--- src/rtl/calc_pkg.sv ---
// Shared definitions for the calculator sequencer: states, key codes,
// ALU op encoding and datapath widths.
package calc_pkg;

  localparam int OPND_W = 9;
  localparam int RES_W  = 19;
  localparam logic [OPND_W-1:0] OPND_MAX = 9'd511;

  typedef enum logic [2:0] {
    ST_IDLE     = 3'd0,
    ST_OPA      = 3'd1,
    ST_OPERATOR = 3'd2,
    ST_OPB      = 3'd3,
    ST_EXEC     = 3'd4,
    ST_WAIT     = 3'd5,
    ST_RESULT   = 3'd6,
    ST_ERROR    = 3'd7
  } state_e;

  localparam logic [3:0] KEY_ADD = 4'd10;
  localparam logic [3:0] KEY_SUB = 4'd11;
  localparam logic [3:0] KEY_MUL = 4'd12;
  localparam logic [3:0] KEY_DIV = 4'd13;
  localparam logic [3:0] KEY_EQ  = 4'd14;
  localparam logic [3:0] KEY_CLR = 4'd15;

  typedef enum logic [1:0] {
    OP_ADD = 2'd0,
    OP_SUB = 2'd1,
    OP_MUL = 2'd2,
    OP_DIV = 2'd3
  } op_e;

  // Operator keys 10..13 map in order onto op codes 0..3.
  function automatic logic [1:0] key_to_op(input logic [3:0] code);
    return 2'(code - KEY_ADD);
  endfunction

endpackage

--- src/rtl/operand_accumulator.sv ---
// One decimal operand register: clear, parallel load, or shift-in of a
// decimal digit (x10 + d). A digit that would push the value past 511 is
// discarded and the register keeps its old value.
module operand_accumulator
  import calc_pkg::*;
(
  input  logic              clk,
  input  logic              reset,
  input  logic              clear,
  input  logic              load,
  input  logic [OPND_W-1:0] load_val,
  input  logic              accum,
  input  logic [3:0]        digit,
  output logic [OPND_W-1:0] value
);

  // 511*10+9 = 5119 fits in 13 bits, so the bound test sees the true value.
  logic [12:0] acc_next;
  assign acc_next = 13'(value) * 13'd10 + 13'(digit);

  // Operand register; clear beats load beats accumulate.
  always_ff @(posedge clk or negedge reset) begin
    if (!reset)                                 value <= '0;
    else if (clear)                             value <= '0;
    else if (load)                              value <= load_val;
    else if (accum && acc_next <= 13'(OPND_MAX)) value <= acc_next[OPND_W-1:0];
  end

endmodule

--- src/rtl/calc_sequencer.sv ---
// Calculator control sequencer: assembles keypad digits into two operands,
// latches the operator, launches the ALU with a start/done handshake,
// holds the result and lets a new operation chain onto it.
module calc_sequencer
  import calc_pkg::*;
#(
  parameter int TIMEOUT_CYCLES = 255
) (
  input  logic        clk,
  input  logic        reset,
  input  logic        key_valid,
  input  logic [3:0]  key_code,
  output logic        key_ready,
  output logic [8:0]  OperandA,
  output logic [8:0]  OperandB,
  output logic [1:0]  alu_op,
  output logic        alu_start,
  input  logic        alu_done,
  input  logic [18:0] alu_result,
  output logic [18:0] result,
  output logic        result_valid,
  output logic        error,
  output logic [2:0]  state
);

  localparam logic [2:0] S_IDLE     = ST_IDLE;
  localparam logic [2:0] S_OPA      = ST_OPA;
  localparam logic [2:0] S_OPERATOR = ST_OPERATOR;
  localparam logic [2:0] S_OPB      = ST_OPB;
  localparam logic [2:0] S_EXEC     = ST_EXEC;
  localparam logic [2:0] S_WAIT     = ST_WAIT;
  localparam logic [2:0] S_RESULT   = ST_RESULT;
  localparam logic [2:0] S_ERROR    = ST_ERROR;

  logic [2:0] nxt_state;
  logic [7:0] tmo_cnt;
  logic       pend_vld;
  logic [1:0] pend_op;

  logic       is_clr, is_dig, is_op, is_eq;
  logic [1:0] key_op, eff_op;
  logic       div0, tmo_hit, res_ok;

  logic       a_clr, a_ld, a_acc, b_clr, b_ld, b_acc;
  logic [8:0] a_ldv;
  logic       op_ld, res_ld, pend_set, pend_clr;

  assign key_ready    = (state != S_EXEC) && (state != S_WAIT);
  assign result_valid = (state == S_RESULT);
  assign error        = (state == S_ERROR);

  // Clear bypasses key_ready so the user can always abort.
  assign is_clr = key_valid && (key_code == KEY_CLR);
  assign is_dig = key_valid && key_ready && (key_code <= 4'd9);
  assign is_op  = key_valid && key_ready && (key_code >= KEY_ADD) && (key_code <= KEY_DIV);
  assign is_eq  = key_valid && key_ready && (key_code == KEY_EQ);
  assign key_op = key_to_op(key_code);
  // A pending chained operator stands in for a real key while in RESULT.
  assign eff_op = pend_vld ? pend_op : key_op;

  assign div0      = (alu_op == OP_DIV) && (OperandB == '0);
  assign alu_start = (state == S_EXEC) && !div0;
  assign tmo_hit   = (tmo_cnt == 8'(TIMEOUT_CYCLES - 1));
  assign res_ok    = (result[18:9] == '0);

  // Next-state and datapath control decode.
  always_comb begin
    nxt_state = state;
    a_clr = 1'b0; a_ld = 1'b0; a_acc = 1'b0; a_ldv = {5'b0, key_code};
    b_clr = 1'b0; b_ld = 1'b0; b_acc = 1'b0;
    op_ld = 1'b0; res_ld = 1'b0; pend_set = 1'b0; pend_clr = 1'b0;
    if (is_clr) begin
      nxt_state = S_IDLE;
      a_clr = 1'b1; b_clr = 1'b1; pend_clr = 1'b1;
    end else begin
      case (state)
        S_IDLE:
          if (is_dig) begin a_ld = 1'b1; nxt_state = S_OPA; end
        S_OPA:
          if (is_dig)     a_acc = 1'b1;
          else if (is_op) begin op_ld = 1'b1; nxt_state = S_OPERATOR; end
        S_OPERATOR:
          if (is_op)       op_ld = 1'b1;
          else if (is_dig) begin b_ld = 1'b1; nxt_state = S_OPB; end
        S_OPB:
          if (is_dig)     b_acc = 1'b1;
          else if (is_eq) nxt_state = S_EXEC;
          else if (is_op) begin pend_set = 1'b1; nxt_state = S_EXEC; end
        S_EXEC:
          nxt_state = div0 ? S_ERROR : S_WAIT;
        S_WAIT:
          if (alu_done)     begin res_ld = 1'b1; nxt_state = S_RESULT; end
          else if (tmo_hit) nxt_state = S_ERROR;
        S_RESULT:
          if (pend_vld || is_op) begin
            pend_clr = 1'b1;
            if (res_ok) begin
              a_ld = 1'b1; a_ldv = result[8:0]; b_clr = 1'b1; op_ld = 1'b1;
              nxt_state = S_OPERATOR;
            end else begin
              nxt_state = S_ERROR;
            end
          end else if (is_dig) begin
            a_ld = 1'b1; b_clr = 1'b1; nxt_state = S_OPA;
          end
        default: ;
      endcase
    end
  end

  // State, op, result, chained-op and timeout registers.
  always_ff @(posedge clk or negedge reset) begin
    if (!reset) begin
      state    <= S_IDLE;
      alu_op   <= '0;
      result   <= '0;
      pend_vld <= 1'b0;
      pend_op  <= '0;
      tmo_cnt  <= '0;
    end else begin
      state <= nxt_state;
      if (is_clr)     alu_op <= '0;
      else if (op_ld) alu_op <= eff_op;
      if (is_clr)      result <= '0;
      else if (res_ld) result <= alu_result;
      if (pend_clr)      pend_vld <= 1'b0;
      else if (pend_set) begin pend_vld <= 1'b1; pend_op <= key_op; end
      if (state == S_EXEC)      tmo_cnt <= '0;
      else if (state == S_WAIT) tmo_cnt <= tmo_cnt + 8'd1;
    end
  end

  operand_accumulator u_opa (
    .clk(clk), .reset(reset), .clear(a_clr), .load(a_ld), .load_val(a_ldv),
    .accum(a_acc), .digit(key_code), .value(OperandA)
  );

  operand_accumulator u_opb (
    .clk(clk), .reset(reset), .clear(b_clr), .load(b_ld), .load_val({5'b0, key_code}),
    .accum(b_acc), .digit(key_code), .value(OperandB)
  );

endmodule

--- config.mk ---
export PLATFORM = sky130hd
export DESIGN_NAME = calc_sequencer
export DESIGN_NICKNAME = d
export VERILOG_FILES = /design/src/rtl/calc_pkg.sv /design/src/rtl/operand_accumulator.sv /design/src/rtl/calc_sequencer.sv
export SDC_FILE = /design/constraint.sdc
export NUM_CORES = 1
export LEC_CHECK = 0
export ABC_AREA = 1
export CORE_MARGIN = 4
export CORE_UTILIZATION = 49
export DETAILED_ROUTE_END_ITERATION = 8
export GPL_ROUTABILITY_DRIVEN = 0
export PLACE_DENSITY = 0.86
export SLEW_MARGIN = 30
export SYNTH_ARGS = -nofsm -noshare
export SYNTH_HDL_FRONTEND = slang
export SYNTH_HIERARCHICAL = 1
export SYNTH_SLANG_ARGS = --single-unit
--- constraint.sdc ---
create_clock -name clk -period 2.47 [get_ports clk]
set_clock_uncertainty 0.15 [all_clocks]
set_input_delay 0.494 -clock clk [delete_from_list [all_inputs] [get_ports clk]]
set_output_delay 0.494 -clock clk [all_outputs]
set_load 0.01 [all_outputs]
==> metrics.md <==
| Metric | Value |
|---|---|
| TritonRoute pass-1 iters | 4 |
| Diodes inserted | 0 |
| Layout area overhead | 40.9% |
| Die height | approximately 100 µm |
| TritonCTS clock tree | done |
| # H-tree levels | 2 |
| Wirelength, routed | 13.1 mm |
| Failing checks | setup timing |
| CP Max Fanout | 6 |
| Pin count of the biggest net entering global routing | 29 |
| Relative slew slack | 59.0% |
| Post-layout min period | 2.68 ns |
| Sequential area share after synthesis | 30.2% |
| Ports | 73 |
| Initial antenna violation count | 0 |
| Syn Area/Cell | 7.20 µm² |
| Register bit total from synthesis | 53 |
| Vias/cell | 5.54 |
| WP data required | 2.57 ns |
| MaxCap Viol Count | 0 |
| Period utilization | 108% |
| Clk slew on worst S/H paths | 0.10 ns |
| Die area | 0.0105 mm² |
| Pwr dens | 1350 mW/mm² |
| DR iter-0 viols | between 300 and 400 |
| Post-synth EDFFs | 0 |
| Chip width | between 100 and 150 µm |
| Maximum VDD drop | 625 µV |
| Detail Route Antenna Nets | 0 |
| Status | finished with violations |
| Mapped Area | 0.00439 mm² |
| Nature of the critical path endpoint | register |
| Grt total ovfl | 0 |
| Synth Instances | 610 |
| IO buf count | 72 |
| FFs w/ async S/R, synth | 100% |
| Sink Count | 53 |
| Synth Flop Type | dfrtp_1 |
| Vias in the first global route | 4933 |
| HPWL Detailed | approximately 10 mm |
| FF-to-FF path depth | 15 |
| Slew of the pin with the lowest slew margin | 0.615 ns |
| Commonest cells after routing, fill and taps aside | 134 x nand2_1, 83 x buf_4, 72 x nand3_1, 68 x clkdlybuf4s50_1, 66 x inv_1 |
| Max-slew violation count | 0 |
| Worst Hold Class | in -> async |
| Worst skew pair latency | 0.30 ns |
| Place WS | -0.491 ns |
| Unrepaired setup endpoints after global routing | true |
| Peak Freq | 374 MHz |
| CTS hold repair buffers | 0 |
| All-Layer GR Usage | between 20% and 30% |
| Startpoint Class | register |
| DR DRC count | 0 |
| Cells after DPL | 862 |
| Hold Fails Final Rpt | 0 |
| Commonest non-fill, non-tap cell in the layout | nand2_1 |
| Final Util | 71.0% |
| Nets | 840 |
| PnR worst setup slack | -0.206 ns |
| Final setup viols | 18 |
| TNS Setup | -3.11 ns |
| Clk buf depth | 2 |
| Pleak | 3.05 nW |
| DR WL/cell | 14.8 µm |
| Crit path kind | reg -> reg |
| Post-synthesis cell type count | 42 |
| Yosys Warn Count | 6 |
| Cts bufs inserted | 5 |
| First-pass GRT wire length | 22.3 mm |
| Row count | 34 |
| WP data arrival | 2.78 ns |
| Initial Util | 50.4% |
| Post-route insts no fill | 882 |
| Clock root cell | clkbuf_8 |
| DR vias | around 4900 |
| Layout cells sized above 1 | around 23% |
| Core area | 0.00872 mm² |
==> state kept, by name, indices dropped and copies added, names as in the netlist <==
name and cells:
u_opa/value 9, tmo_cnt 8, alu_op 2, pend_op 2, u_opb/value 9, state 3, pend_vld 1, result 19
==> what timing repair did <==
| item | in CTS | in global routing |
|---|---|---|
| endpoints found under the hold margin | 0 | 0 |
| gates cloned | 4 | 0 |
| setup endpoints to repair | 21 | 18 |
| buffers inserted | 7 | 1 |
| pin swaps | 19 | 8 |
| resized for setup | 22 | 9 |
==> cells by family after synthesis <==
group | count (synthesis) | share of synthesized area [%]
simple gates | 330 | 36.9
compound gates | 99 | 12.6
buf+inv | 83 | 7.37
flops | 53 | 30.2
fa+ha+maj | 40 | 12.1
xor+xnor | 4 | 0.797
other cells | 1 | 0.0853
==> layout make-up <==
class	instances	area (µm²)
clock buffer	7	86.3
clock inverter	1	30.0
fill	617	2530
inverter	73	274
multi-input combinational	482	2940
sequential	53	1340
tap	108	135
timing repair buffer	158	1390
==> critical path, stage by stage (launching register included) <==
cell and delay [ns]:
dfrtp_2 0.44, ha_4 0.28, ha_4 0.12, inv_2 0.03
fa_1 0.48, nor2_2 0.15, nand2_2 0.10, nor2_4 0.09
nand3_2 0.09, nor2_2 0.11, nand3_2 0.09, nand2_4 0.09
nand3_4 0.11, nand2_4 0.14, nand2_2 0.08, nand2_1 0.07
==> through the flow <==
| stage | instance area, µm² | hold slack, ns | total power, mW |
|---|---|---|---|
| after floorplan | 4470 | 0.0484 | 4.91 |
| after global placement | 5880 | 0.327 | 7.02 |
| final | 6190 | 0.0358 | 8.33 |
| after detailed placement | 5880 | 0.333 | 7.23 |
| after global routing | 6190 | 0.0760 | 9.06 |
| after CTS | 6140 | 0.0467 | 8.11 |
==> path summary, 6_finish.rpt <==
kind | from | to | slack, ns
worst max-delay path | u_opb/value[1] | u_opb/value[6] | -0.21
worst min-delay path | reset | result[8] | 0.04
worst max register to register | u_opb/value[1] | u_opb/value[6] | -0.21
worst min register to register | tmo_cnt[4] | tmo_cnt[4] | 0.36
max in group asynchronous | reset | state[2] | 1.55
min in group clk | tmo_cnt[4] | tmo_cnt[4] | 0.36
==> synthesized netlist by cell type, drive strengths merged (4+ instances only) <==
master / number / area [µm²]
fa: 4 / 80.1
buf: 5 / 31.3
inv: 72 / 270
nor2: 56 / 272
o21ai: 56 / 284
nand3: 82 / 493
nand4: 14 / 87.6
clkbuf: 5 / 18.8
a21oi: 33 / 191
nand2: 158 / 651
dfrtp: 53 / 1330
nor3: 15 / 85.1
ha: 36 / 450
==> routing by layer <==
metal / share of wire, % / up-vias / global-route usage [%]
met5: 0 / - / 0
met4: 2.8 / 0 / 9.99
met3: 5.4 / 41 / 4.19
met2: 50 / 166 / 44.9
met1: 42 / 2314 / 32.0
li1: - / 2366 / -
==> power by group <==
| part | switching [mW] | internal [mW] | total (mW) |
|---|---|---|---|
| logic | 3.32 | 2.83 | 6.15 |
| clock network | 0.279 | 0.331 | 0.610 |
| registers | 0.333 | 1.24 | 1.57 |
| total | 3.93 | 4.40 | 8.33 |
(Power assumes the default switching activity.)
